==> config.mk <==
export PLATFORM = sky130hd
export DESIGN_NAME = noc_inject_arbiter
export DESIGN_NICKNAME = d
export VERILOG_FILES = /design/src/rtl/noc_pkg.sv /design/src/rtl/rr_pick.sv /design/src/rtl/noc_inject_arbiter.sv
export SDC_FILE = /design/constraint.sdc
export NUM_CORES = 1
export LEC_CHECK = 0
export ABC_AREA = 1
export BUFFER_PORTS_ARGS = -buffer_cell sky130_fd_sc_hd__buf_2
export CAP_MARGIN = 10
export CORE_AREA = 4 4 128 130
export DETAILED_ROUTE_END_ITERATION = 10
export DIE_AREA = 0 0 132 134
export PLACE_DENSITY = 0.73
export SYNTH_ARGS = -nofsm -noshare
export SYNTH_HDL_FRONTEND = slang
export SYNTH_SLANG_ARGS = --single-unit
==> constraint.sdc <==
create_clock -name clk -period 2.3 [get_ports clk]
set_input_delay 0.23 -clock clk [delete_from_list [all_inputs] [get_ports clk]]
set_output_delay 0.23 -clock clk [all_outputs]
set_load 0.05 [all_outputs]
==> src/rtl/noc_pkg.sv <==
// Shared definitions for the NoC local-inject arbiter.
//   arb_state_t   : arbiter FSM states (IDLE / FWD / DROP)
//   DEST_ROW_*    : header bit-field holding the destination mesh row
//   DEST_COL_*    : header bit-field holding the destination mesh column
//   CNT_W         : width of the optional statistics counters
//   idx_w()       : index width for an N-entry requester vector (min 1)
package noc_pkg;

  typedef enum logic [1:0] {
    IDLE = 2'd0,
    FWD  = 2'd1,
    DROP = 2'd2
  } arb_state_t;

  localparam int DEST_ROW_MSB = 15;
  localparam int DEST_ROW_LSB = 8;
  localparam int DEST_COL_MSB = 7;
  localparam int DEST_COL_LSB = 0;

  localparam int CNT_W = 16;

  function automatic int idx_w(input int n);
    return (n > 1) ? $clog2(n) : 1;
  endfunction

endpackage

==> src/rtl/rr_pick.sv <==
// Combinational round-robin picker.
//   req   : request vector, one bit per requester
//   ptr   : highest-priority requester index
//   grant : one-hot grant, first set req bit at or after ptr (wrapping)
//   idx   : binary index of the granted requester (0 when none)
module rr_pick #(
  parameter int N_REQ = 4,
  parameter int IW    = 2
) (
  input  logic [N_REQ-1:0] req,
  input  logic [IW-1:0]    ptr,
  output logic [N_REQ-1:0] grant,
  output logic [IW-1:0]    idx
);

  logic          found;
  logic [IW-1:0] cand;

  always_comb begin
    grant = '0;
    idx   = '0;
    found = 1'b0;
    cand  = '0;
    for (int unsigned i = 0; i < N_REQ; i++) begin
      cand = IW'((32'(ptr) + i) % N_REQ);
      if (!found && req[cand]) begin
        grant[cand] = 1'b1;
        idx         = cand;
        found       = 1'b1;
      end
    end
  end

endmodule

==> src/rtl/noc_inject_arbiter.sv <==
// Packet-locked round-robin arbiter feeding a router local inject port.
// Each packet takes one IDLE arbitration cycle; the winner's header is
// range-checked against the mesh and the packet is then forwarded through
// a one-flit output register (FWD) or silently discarded (DROP).
//
// Ports:
//   clk, rst      : clock, synchronous active-high reset
//   req_flit_i    : N_REQ flattened requester flits
//   req_valid_i   : requester flit valid
//   req_last_i    : requester flit is packet tail
//   req_ready_o   : requester flit accepted on valid&ready
//   inj_flit_o    : flit to router local input
//   inj_valid_o   : flit valid to router
//   inj_ready_i   : router local input ready
//   drop_pulse_o  : one-cycle pulse after a dropped packet's tail
//   busy_o        : FSM not IDLE or output register full
// Optional (macro NOC_INJ_ARB_STATS_EN):
//   grant_cnt_o   : per-requester wrapping count of forwarded packets
//   drop_cnt_o    : saturating count of dropped packets
module noc_inject_arbiter
  import noc_pkg::*;
#(
  parameter int N_REQ  = 4,
  parameter int FLIT_W = 64,
  parameter int ROWS   = 2,
  parameter int COLS   = 2
) (
  input  logic                    clk,
  input  logic                    rst,
  input  logic [N_REQ*FLIT_W-1:0] req_flit_i,
  input  logic [N_REQ-1:0]        req_valid_i,
  input  logic [N_REQ-1:0]        req_last_i,
  output logic [N_REQ-1:0]        req_ready_o,
  output logic [FLIT_W-1:0]       inj_flit_o,
  output logic                    inj_valid_o,
  input  logic                    inj_ready_i,
  output logic                    drop_pulse_o,
  output logic                    busy_o
`ifdef NOC_INJ_ARB_STATS_EN
  ,
  output logic [N_REQ*CNT_W-1:0]  grant_cnt_o,
  output logic [CNT_W-1:0]        drop_cnt_o
`endif
);

  localparam int IW = idx_w(N_REQ);

  arb_state_t state_q, state_d;

  logic [IW-1:0]     rr_ptr_q;
  logic [IW-1:0]     owner_q;
  logic [IW-1:0]     ptr_next;
  logic [N_REQ-1:0]  pick_grant;
  logic [IW-1:0]     pick_idx;
  logic              pick_any;
  logic [FLIT_W-1:0] pick_flit;
  logic [7:0]        hdr_row;
  logic [7:0]        hdr_col;
  logic              dest_ok;

  logic [FLIT_W-1:0] owner_flit;
  logic              owner_valid;
  logic              owner_last;
  logic              owner_ready;
  logic              accept;
  logic              tail;

  logic [FLIT_W-1:0] out_flit_q;
  logic              out_valid_q;
  logic              drop_pulse_q;

  rr_pick #(
    .N_REQ (N_REQ),
    .IW    (IW)
  ) u_rr_pick (
    .req   (req_valid_i),
    .ptr   (rr_ptr_q),
    .grant (pick_grant),
    .idx   (pick_idx)
  );

  assign pick_any  = |pick_grant;
  assign pick_flit = req_flit_i[pick_idx*FLIT_W +: FLIT_W];
  assign hdr_row   = pick_flit[DEST_ROW_MSB:DEST_ROW_LSB];
  assign hdr_col   = pick_flit[DEST_COL_MSB:DEST_COL_LSB];
  assign dest_ok   = (32'(hdr_row) < ROWS) && (32'(hdr_col) < COLS);

  assign owner_flit  = req_flit_i[owner_q*FLIT_W +: FLIT_W];
  assign owner_valid = req_valid_i[owner_q];
  assign owner_last  = req_last_i[owner_q];
  assign accept      = owner_ready && owner_valid;
  assign tail        = accept && owner_last;
  assign ptr_next    = (owner_q == IW'(N_REQ - 1)) ? '0 : owner_q + IW'(1);

  // Ready is masked during rst so nothing is handshaken in a cycle whose
  // effects the reset is about to discard.
  always_comb begin
    owner_ready = 1'b0;
    if (!rst) begin
      unique case (state_q)
        FWD:     owner_ready = !out_valid_q || inj_ready_i;
        DROP:    owner_ready = 1'b1;
        default: owner_ready = 1'b0;
      endcase
    end
  end

  // State register
  always_ff @(posedge clk) begin
    if (rst) state_q <= IDLE;
    else     state_q <= state_d;
  end

  // Next-state logic
  always_comb begin
    state_d = state_q;
    unique case (state_q)
      IDLE:    if (pick_any) state_d = dest_ok ? FWD : DROP;
      FWD:     if (tail) state_d = IDLE;
      DROP:    if (tail) state_d = IDLE;
      default: state_d = IDLE;
    endcase
  end

  // Outputs
  always_comb begin
    req_ready_o = '0;
    if (owner_ready) req_ready_o[owner_q] = 1'b1;
    busy_o = (state_q != IDLE) || out_valid_q;
  end

  assign inj_flit_o   = out_flit_q;
  assign inj_valid_o  = out_valid_q;
  assign drop_pulse_o = drop_pulse_q;

  // Owner, round-robin pointer and one-flit output register
  always_ff @(posedge clk) begin
    if (rst) begin
      owner_q      <= '0;
      rr_ptr_q     <= '0;
      out_flit_q   <= '0;
      out_valid_q  <= 1'b0;
      drop_pulse_q <= 1'b0;
    end else begin
      if (state_q == IDLE && pick_any) owner_q <= pick_idx;
      if (tail) rr_ptr_q <= ptr_next;
      // Load wins over drain: a same-cycle drain+load just replaces the flit.
      if (state_q == FWD && accept) begin
        out_flit_q  <= owner_flit;
        out_valid_q <= 1'b1;
      end else if (inj_ready_i) begin
        out_valid_q <= 1'b0;
      end
      drop_pulse_q <= (state_q == DROP) && tail;
    end
  end

`ifdef NOC_INJ_ARB_STATS_EN
  logic [CNT_W-1:0] grant_cnt_q [N_REQ];
  logic [CNT_W-1:0] drop_cnt_q;

  always_ff @(posedge clk) begin
    if (rst) begin
      for (int unsigned i = 0; i < N_REQ; i++) grant_cnt_q[i] <= '0;
      drop_cnt_q <= '0;
    end else begin
      if (state_q == FWD && tail)
        grant_cnt_q[owner_q] <= grant_cnt_q[owner_q] + CNT_W'(1);
      if (state_q == DROP && tail && drop_cnt_q != '1)
        drop_cnt_q <= drop_cnt_q + CNT_W'(1);
    end
  end

  always_comb begin
    grant_cnt_o = '0;
    for (int unsigned i = 0; i < N_REQ; i++)
      grant_cnt_o[i*CNT_W +: CNT_W] = grant_cnt_q[i];
  end

  assign drop_cnt_o = drop_cnt_q;
`endif

endmodule

==> results of run 1 <==
==> how the worst max path moves through the flow <==
stage	to	cells after the start	start	slack (ns)
final	state_q[0]$_SDFFE_PP0P_	14	rr_ptr_q[1]$_SDFFE_PP0P_	0.23
after global routing	state_q[0]$_SDFFE_PP0P_	15	rr_ptr_q[1]$_SDFFE_PP0P_	0.04
after CTS	state_q[0]$_SDFFE_PP0P_	14	rr_ptr_q[1]$_SDFFE_PP0P_	0.09
after detailed placement	state_q[0]$_SDFFE_PP0P_	14	rr_ptr_q[1]$_SDFFE_PP0P_	0.12
after global placement	state_q[0]$_SDFFE_PP0P_	15	rr_ptr_q[1]$_SDFFE_PP0P_	0.19
after floorplan	req_ready_o[0]	6	owner_q[0]$_SDFFE_PP0P_	0.24
==> logic make-up (layout without fill, tap and decap cells) <==
group | count (synthesis) | count (layout)
compound gates | 287 | 287
flops | 72 | 72
simple gates | 334 | 334
fa+ha+maj | 14 | 14
buf+inv | 110 | 412
==> cell usage after synthesis <==
| master | n | area [µm²] |
|---|---|---|
| sky130_fd_sc_hd__inv_1 | 33 | 124 |
| sky130_fd_sc_hd__a21boi_0 | 1 | 7.51 |
| sky130_fd_sc_hd__nand3_2 | 6 | 60.1 |
| sky130_fd_sc_hd__o21ai_1 | 3 | 15.0 |
| sky130_fd_sc_hd__nor4_1 | 10 | 62.6 |
| sky130_fd_sc_hd__inv_2 | 3 | 11.3 |
| sky130_fd_sc_hd__or3_1 | 1 | 6.26 |
| sky130_fd_sc_hd__buf_4 | 2 | 15.0 |
| sky130_fd_sc_hd__nand2_4 | 4 | 45.0 |
| sky130_fd_sc_hd__o21ai_2 | 1 | 8.76 |
| sky130_fd_sc_hd__o22ai_1 | 57 | 357 |
| sky130_fd_sc_hd__nand4_1 | 4 | 25.0 |
| sky130_fd_sc_hd__clkbuf_1 | 54 | 203 |
| sky130_fd_sc_hd__nand3b_2 | 1 | 11.3 |
| sky130_fd_sc_hd__buf_2 | 15 | 75.1 |
| sky130_fd_sc_hd__o21ai_0 | 136 | 681 |
| sky130_fd_sc_hd__ha_1 | 14 | 175 |
| sky130_fd_sc_hd__dfxtp_1 | 72 | 1440 |
| sky130_fd_sc_hd__a21oi_1 | 76 | 380 |
| sky130_fd_sc_hd__nor3_1 | 3 | 15.0 |
| sky130_fd_sc_hd__nor2_1 | 127 | 477 |
| sky130_fd_sc_hd__a211oi_1 | 9 | 67.6 |
| sky130_fd_sc_hd__a21oi_2 | 2 | 17.5 |
| sky130_fd_sc_hd__nor2_4 | 1 | 11.3 |
| sky130_fd_sc_hd__clkinv_1 | 1 | 3.75 |
| sky130_fd_sc_hd__inv_4 | 2 | 12.5 |
| sky130_fd_sc_hd__nand3_1 | 76 | 380 |
| sky130_fd_sc_hd__a21oi_4 | 2 | 32.5 |
| sky130_fd_sc_hd__nand2_1 | 89 | 334 |
| sky130_fd_sc_hd__nand2_2 | 12 | 75.1 |
==> worst max-delay path, delay by kind of cell (launching register included) <==
kind / cells / cell delay (ns)
AND/OR/NAND/NOR: 9 / 0.76
flip-flops: 1 / 0.41
adder cells (fa/ha/maj): 1 / 0.38
buffers and inverters: 3 / 0.33
AO/OA/AOI/OAI: 1 / 0.05
==> per-stage QoR <==
stage	area (µm²)	hold WS [ns]
finish	7250	0.187
global route	7250	0.206
CTS	7250	0.171
detailed placement	6930	0.450
global placement	6930	0.445
floorplan	5130	0.414
==> area by class of cell <==
cell class	count	share of cell area (%)
multi-input combinational	635	44.8
inverter	39	2.12
timing repair buffer	357	25.5
sequential	72	20.0
clock buffer	10	3.29
tap	188	3.24
clock inverter	6	1.14
==> where the power goes <==
group | switching, mW | internal (mW) | total, mW
clock network | 0.553 | 0.973 | 1.53
logic | 1.47 | 0.800 | 2.27
registers | 0.0763 | 1.28 | 1.36
==> layer usage <==
layer  part of all wire (%)  track usage, %  up-vias  wire length [µm]
met5                      0               0        -                 0
met4                    3.9            11.3        0               830
li1                       -               -     3417                 -
met2                     48            39.5      344             10300
met1                     40            25.4     3067              8500
met3                    8.4            5.85       52              1800
==> flip-flops by register name (all words and copies together) (netlist names) <==
| register | flops |
|---|---|
| inj_flit_o | 64 |
| owner_q | 2 |
| rr_ptr_q | 2 |
| state_q | 2 |
| drop_pulse_o | 1 |
| inj_valid_o | 1 |
==> out/metrics.sh, run 1 <==
STATUS='finished, final reports clean'
FINAL_CELL_COUNT_NO_FILL=1307
YOSYS_WARNINGS=0
SIMPLE_GATE_FRACTION_OF_SYNTH_AREA_PCT=29.3
PRECTSSETUPSLACK_NS=0.117
CP_MAX_FO=8
DR.PASS1.ITERS=5
FP.DIEAREA_MM2=0.0177
WORST_CLOCK_SKEW_NS=0.00557
LAYOUT.CELLS.MOST_COMMON='sky130_fd_sc_hd__buf_2'
POWER.IR.VDD_WORST_mV=0.376
FLOORPLAN.ROWS=45
HOLDCRITPATHCLASS='in -> reg'
ACTUAL_SLEW_AT_THE_WORST_MAX_SLEW_PIN_NS=0.776
POST_SYNTH_INST_COUNT=817
P_TOTAL_mW=5.15
ADDER_CELL_FRACTION_OF_SYNTH_AREA_PCT=3.41
PATH_CLK_SLEW_NS=0.06
SHARE_OF_CELLS_ABOVE_DRIVE_STRENGTH_1_PCT=36.7
STARTPOINT_TYPE='register'
WS_PATH_TYPE='reg -> reg'
P_PER_AREA_mW_PER_MM2=711
WORSTPATHCELLLIST='inv_1 > ha_1 > inv_1 > nand3_1 > nand2_1 > nand2_4 > inv_2 > nand3_1 > nand2_2 > nand2_1 > nand3_2 > nand2_1 > nand2_1 > a21oi_2'
WORSTREG2REGEND='state_q[0]$_SDFFE_PP0P_'
NETLIST_AREA_MM2=0.00513
H-TREE-DEPTH=3
FINALWEIGHTEDCONGESTION=0.878
LAYOUT_COMMON_CELLS='sky130_fd_sc_hd__buf_2, sky130_fd_sc_hd__o21ai_0, sky130_fd_sc_hd__nor2_1, sky130_fd_sc_hd__nand2_1'
AVGVIACOUNTPERCELL=5.26
HOLD_PATH_STARTPOINT='inj_ready_i'
MULTIINPUTGATEAREA_MM2=0.00325
DRT_FIRST_ITER_VIOLATIONS=396
PIN_COUNT=338
GRT_START_MAX_NET_PINS=83
SETUP_VIOLATIONS=0
CRITICAL-PATH-TOP-CELL-BY-COUNT='sky130_fd_sc_hd__nand2_1'
DPL.CELL_COUNT=1291
SETUP_BUFS_POST_CTS=0
CTS_BUFFER_DEPTH=2
SLOWEST_STAGE='sky130_fd_sc_hd__dfxtp_2'
WORST_EP_ARRIVAL_TIME_NS=2.26
LARGEST_FAMILY_OF_LOGIC_CELLS_BY_SYNTHESIZED_AREA='compound AO/OA/AOI/OAI gates'
CTS_SINKS=72
CAP_VIOL_MAX_COUNT=0
DRC_ERRORS=0
DIE_H_UM=134
CTS_TREE='built'
PORT_BUFFERS=337
INSERTION_DELAY_NS=0.34
SYN-NUM-NETS=1098
TIMING.FINAL.WS_SETUP_NS=0.228
REG2REG_START='rr_ptr_q[1]$_SDFFE_PP0P_'
UNREPAIRED_SETUP_ENDPOINTS_AFTER_GLOBAL_ROUTING='false'
FINALWIRELENGTH_UM=21400
ANT_NETS=0
GRT_PASS1_WL_UM=32400
NETS=1395
DRT-WIRELENGTH-PER-CELL_UM=16.4
CTS_ROOT_BUF='sky130_fd_sc_hd__clkbuf_16'
STAGE_DELAY_OF_THE_SLOWEST_CELL_ON_THE_CRITICAL_PATH_NS=0.41
SLEW-LIMIT-HEADROOM_PCT=48.3
SYNTHMUXAREASHARE_PCT=0
CTSHOLDBUFFERS=0
INITIAL_ANTENNA_VIOLATION_COUNT=0
SYNTH-SEQ-CELLS=72
GLOBAL_ROUTE.USAGE.TOTAL_PCT=22.5
REGTOREGSETUPSLACK_NS=0.23
FINAL.SETUP.TNS_NS=0
FLOW.AREA_GROWTH_FROM_SYNTHESIS_PCT=41.4
FMAX_GHz=0.483
FINAL-HOLD-VIOLATION-COUNT=0
POST_ROUTE_CORE_UTILIZATION_PCT=47.9
AREA.SEQUENTIAL_MM2=0.00145
TIMING.CRITICAL_PATH.REQUIRED_NS=2.49
FILLER_CELL_COUNT=1619
SYNTH_COMPOUND_AREA_SHARE_PCT=30.5
CORE_AREA_MM2=0.0151
TIMING.CRITICAL_PATH.TO_TYPE='register'
SYNTH.LIB_CELLS_USED.DISTINCT=30
FINALCRITPERIODSHARE_PCT=90.1
HOLD_END='inj_valid_o$_SDFFE_PP0P_'
START_UTIL_PCT=33.9
SYNTH_AREA_PER_CELL_UM2=6.28
STATIC-LEAKAGE-POWER_nW=3.40
CTS-RESIZED-GATES=0
TIMING_MAX_TRANSITION_VIOLATIONS_FINAL=0
POST_SYNTH_XOR_AREA_FRACTION_PCT=0
MIN_DELAY_PATH_DEPTH=4
FIN_CRIT_NS=2.07
FLOORPLAN.DIE.WIDTH_UM=132
GRT_OVERFLOW=0
DIODE_COUNT=0
R2R_CELLS=14
SYNTH_SEQ_AREA_SHARE_PCT=28.1
DP_HPWL_UM=16500
TRITONCTS.NUM_BUFFERS=9
GRT_PASS1_VIAS=6402
OVERALL_VIA_COUNT_FROM_DETAIL_ROUTE=6880
Power figures use the tool's default switching activity.
==> run 2, diff against run 1 <==
--- a/config.mk
+++ b/config.mk
@@ -5,13 +5,13 @@
 export SDC_FILE = /design/constraint.sdc
 export NUM_CORES = 1
 export LEC_CHECK = 0
-export ABC_AREA = 1
+export ABC_AREA = 0
 export BUFFER_PORTS_ARGS = -buffer_cell sky130_fd_sc_hd__buf_2
 export CAP_MARGIN = 10
 export CORE_AREA = 4 4 128 130
 export DETAILED_ROUTE_END_ITERATION = 10
 export DIE_AREA = 0 0 132 134
-export PLACE_DENSITY = 0.73
+export PLACE_DENSITY = 0.71
 export SYNTH_ARGS = -nofsm -noshare
 export SYNTH_HDL_FRONTEND = slang
 export SYNTH_SLANG_ARGS = --single-unit
==> run 2 against run 1 <==
Effect of this change: register-to-register slack lost 0.18 ns; via count shrank 26%; sequential cell count is the same.
==> out/metrics.sh, run 2 <==
CTS_BUFFER_DEPTH=2  # unchanged
PATH_DEPTH=8  # -6
ACTUAL_SLEW_AT_THE_WORST_MAX_SLEW_PIN_NS=0.617  # -0.159 ns
POST_SYNTH_XOR_AREA_FRACTION_PCT=0  # unchanged
STDCELL_AREA_MM2=0.00708  # -2.4%
DR.PASS1.ITERS=5  # unchanged
CORE_AREA_MM2=0.0151  # unchanged
CTS_SINKS=72  # unchanged
FINALWEIGHTEDCONGESTION=0.886  # +0.92%
YOSYS_WARNINGS=0  # unchanged
REGTOREGSETUPSLACK_NS=0.05  # -0.18 ns
YOSYSTOPAREACELL='sky130_fd_sc_hd__mux4_2'
GRT_PASS1_WL_UM=27800  # -14%
FINAL-HOLD-VIOLATION-COUNT=0  # unchanged
DP_HPWL_UM=14800  # -10%
START_UTIL_PCT=31.1  # -2.7 points
SYNTH-SEQ-CELLS=72  # unchanged
SYNTH_FF_TYPE='sky130_fd_sc_hd__dfxtp_1'
SYNTH.LIB_CELLS_USED.DISTINCT=39  # +30%
GRT_OVERFLOW=0  # unchanged
CTSHOLDBUFFERS=0  # unchanged
CAP_VIOL_MAX_COUNT=0  # unchanged
LAYOUT.CELLS.MOST_COMMON='sky130_fd_sc_hd__buf_2'
POWER.IR.VDD_WORST_mV=0.371  # -1.3%
H-TREE-DEPTH=3  # unchanged
STARTPOINT_TYPE='register'
FIN_CRIT_NS=2.25  # +0.180 ns
CP_MAX_FO=8  # unchanged
SYNTH_LARGEST_TYPE_AREA_FRACTION_PCT=32.0  # +3.9 points
SYNTHMUXAREASHARE_PCT=35.3  # +35 points
OVERALL_VIA_COUNT_FROM_DETAIL_ROUTE=5116  # -26%
WS_PATH_TYPE='reg -> reg'
CP-ENDPOINT='state_q[0]$_SDFFE_PP0P_'
ASYNCSETRESETFLOPFRACSYNTH_PCT=0  # unchanged
STATIC-LEAKAGE-POWER_nW=3.08  # -9.3%
AREA_POST_PLACEMENT_MM2=0.00667  # -3.7%
GLOBAL_ROUTE.USAGE.TOTAL_PCT=19.9  # -2.7 points
SYNTH_SEQ_AREA_SHARE_PCT=30.6  # +2.5 points
WHS_NS=0.231  # +0.0447 ns
CRITICAL_PATH.TOP_DELAY_FAMILY='multiplexers'
SHARE_OF_CELLS_ABOVE_DRIVE_STRENGTH_1_PCT=57.3  # +21 points
SYNTH_EDF_COUNT=0  # unchanged
UNREPAIRED_SETUP_ENDPOINTS_AFTER_GLOBAL_ROUTING='true'
NETS=1079  # -23%
WORSTPATHCELLLIST='inv_2 > ha_4 > mux4_2 > nor3_4 > a2bb2oi_1 > a31oi_2 > mux2_2 > a22o_1'
LAYOUT_COMMON_CELLS='sky130_fd_sc_hd__buf_2, sky130_fd_sc_hd__nand2_1, sky130_fd_sc_hd__a21oi_1, sky130_fd_sc_hd__mux4_2, sky130_fd_sc_hd__dfxtp_1'
FP.DIEAREA_MM2=0.0177  # unchanged
STATUS='finished, final reports clean'
HOLDCRITPATHCLASS='in -> reg'
PORT_BUFFERS=337  # unchanged
FINAL.SETUP.TNS_NS=0  # unchanged
LARGEST_REGISTER_FFS=64  # unchanged
WORST_CLOCK_SKEW_NS=0.00812  # +0.00256 ns
SIMPLE_GATE_FRACTION_OF_SYNTH_AREA_PCT=16.2  # -13 points
DIE_H_UM=134  # unchanged
CTS_TREE='built'
NETLIST_AREA_MM2=0.00472  # -8.1%
WORSTREG2REGEND='state_q[0]$_SDFFE_PP0P_'
GRT_START_MAX_NET_PINS=70  # -16%
TRITONCTS.NUM_BUFFERS=9  # unchanged
LARGEST_FAMILY_OF_LOGIC_CELLS_BY_SYNTHESIZED_AREA='multiplexers'
SYNTH.MOST_COMMON_CELL='sky130_fd_sc_hd__nand2_1'
FINALWIRELENGTH_UM=18200  # -15%
DRT_FIRST_ITER_VIOLATIONS=243  # -39%
PIN_COUNT=338  # unchanged
POST_SYNTH_INST_COUNT=475  # -42%
ANT_NETS=0  # unchanged
SLOWEST_STAGE='sky130_fd_sc_hd__dfxtp_4'
TIMING_MAX_TRANSITION_VIOLATIONS_FINAL=0  # unchanged
P_PER_AREA_mW_PER_MM2=549  # -23%
INSERTION_DELAY_NS=0.33  # about the same
STAGE_DELAY_OF_THE_SLOWEST_CELL_ON_THE_CRITICAL_PATH_NS=0.39  # -0.02 ns
GRT_PASS1_VIAS=5243  # -18%
CTS_ROOT_BUF='sky130_fd_sc_hd__clkbuf_16'
DRC_ERRORS=0  # unchanged
TIMING.CRITICAL_PATH.REQUIRED_NS=2.52  # +0.03 ns
ADDER_CELL_FRACTION_OF_SYNTH_AREA_PCT=3.71  # +0.30 points
TIMING.CRITICAL_PATH.TO_TYPE='register'
AVGVIACOUNTPERCELL=5.16  # -2.0%
REG2REG_START='rr_ptr_q[1]$_SDFFE_PP0P_'
FMAX_GHz=0.444  # -8.0%
SYNTH.CELLS.MOST_FREQUENT='sky130_fd_sc_hd__nand2_1, sky130_fd_sc_hd__dfxtp_1, sky130_fd_sc_hd__a21oi_1'
PATH_CLK_SLEW_NS=0.06  # about the same
YOSYS-TOP-CELLS-AREA='sky130_fd_sc_hd__mux4_2, sky130_fd_sc_hd__dfxtp_1, sky130_fd_sc_hd__nand2_1, sky130_fd_sc_hd__a21oi_1, sky130_fd_sc_hd__ha_1'
FLOORPLAN.ROWS=45  # unchanged
FINALCRITPERIODSHARE_PCT=97.9  # +7.8 points
SETUP_VIOLATIONS=0  # unchanged
CRITICAL_PATH.STARTPOINT='rr_ptr_q[1]$_SDFFE_PP0P_'
P_TOTAL_mW=3.89  # -25%
R2R_CELLS=8  # -6
SLEW-LIMIT-HEADROOM_PCT=58.5  # +10 points
WORST-PATH-BUF-INV=1  # -2
INITIAL_ANTENNA_VIOLATION_COUNT=4  # +4
DRT-WIRELENGTH-PER-CELL_UM=18.3  # +12%
FLOW.AREA_GROWTH_FROM_SYNTHESIS_PCT=50.1
FLOORPLAN.DIE.WIDTH_UM=132  # unchanged
SYNTH_COMPOUND_AREA_SHARE_PCT=9.79  # -21 points
WORST_EP_ARRIVAL_TIME_NS=2.48  # +0.22 ns
SYN-NUM-NETS=756  # -31%
SYNTH_AREA_PER_CELL_UM2=9.93  # +58%
run 2: stage by stage:
step                      worst slack (ns)  utilization, %  std cells
after detailed placement          -0.00612            44.1        971
after global routing               -0.0308            46.7        991
final                               0.0483            46.7        992
after global placement              0.0649            44.1        971
after floorplan                    -0.0431               -        475
after CTS                           0.0255            46.4        988
run 2: report_power, final:
| part | switching, mW | internal (mW) |
|---|---|---|
| clock | 0.548 | 1.07 |
| sequential | 0.0163 | 1.26 |
| combinational | 0.420 | 0.583 |
run 2: repair_timing:
item / 4_1_cts / 5_1_grt
gates cloned: 0 / 0
gates resized for setup: 3 / 6
endpoints found under the setup margin: 1 / 6
buffers inserted: 1 / 3
pin swaps: 0 / 2
run 2: worst reg2reg max path, cell delays in order (launching register included):
cell                        delay, ns
sky130_fd_sc_hd__dfxtp_4         0.39
sky130_fd_sc_hd__inv_2           0.07
sky130_fd_sc_hd__ha_4            0.28
sky130_fd_sc_hd__mux4_2          0.37
sky130_fd_sc_hd__nor3_4          0.16
sky130_fd_sc_hd__a2bb2oi_1       0.10
sky130_fd_sc_hd__a31oi_2         0.20
sky130_fd_sc_hd__mux2_2          0.38
sky130_fd_sc_hd__a22o_1          0.20
run 2: kinds of logic (layout without fill, tap and decap cells):
group,after synthesis,count (layout)
buffers and inverters,51,379
AOI/OAI and AO/OA,83,83
DFF,72,72
other,0,1
muxes,78,78
adders and majority gates,14,14
and+or+nand+nor,177,177
run 2: how the worst min path moves through the flow:
stage               cells past startpoint                     endpoint                         from
floorplan                               2      state_q[1]$_SDFFE_PP0P_                          rst
global placement                        2   inj_flit_o[7]$_SDFFE_PP0P_   inj_flit_o[7]$_SDFFE_PP0P_
detailed placement                      2  inj_flit_o[15]$_SDFFE_PP0P_  inj_flit_o[15]$_SDFFE_PP0P_
CTS                                     3     inj_valid_o$_SDFFE_PP0P_                  inj_ready_i
global route                            3     inj_valid_o$_SDFFE_PP0P_                  inj_ready_i
finish                                  3     inj_valid_o$_SDFFE_PP0P_                  inj_ready_i
run 2: metal layers:
layer | vias to the layer above | GRT usage [%] | wire length, µm
li1 | 2403 | - | -
met1 | 2429 | 23.8 | 7000
met2 | 238 | 34.4 | 9330
met3 | 40 | 5.25 | 1350
met4 | 6 | 7.41 | 465
met5 | - | 0 | 34
run 2: layout make-up:
type                       instances  area, µm²
fill                            1475       8070
antenna                            1       2.50
tap                              188        235
multi-input combinational        352       3110
inverter                          10       45.0
clock inverter                     6        115
sequential                        72       1460
timing repair buffer             353       1890
clock buffer                      10        229
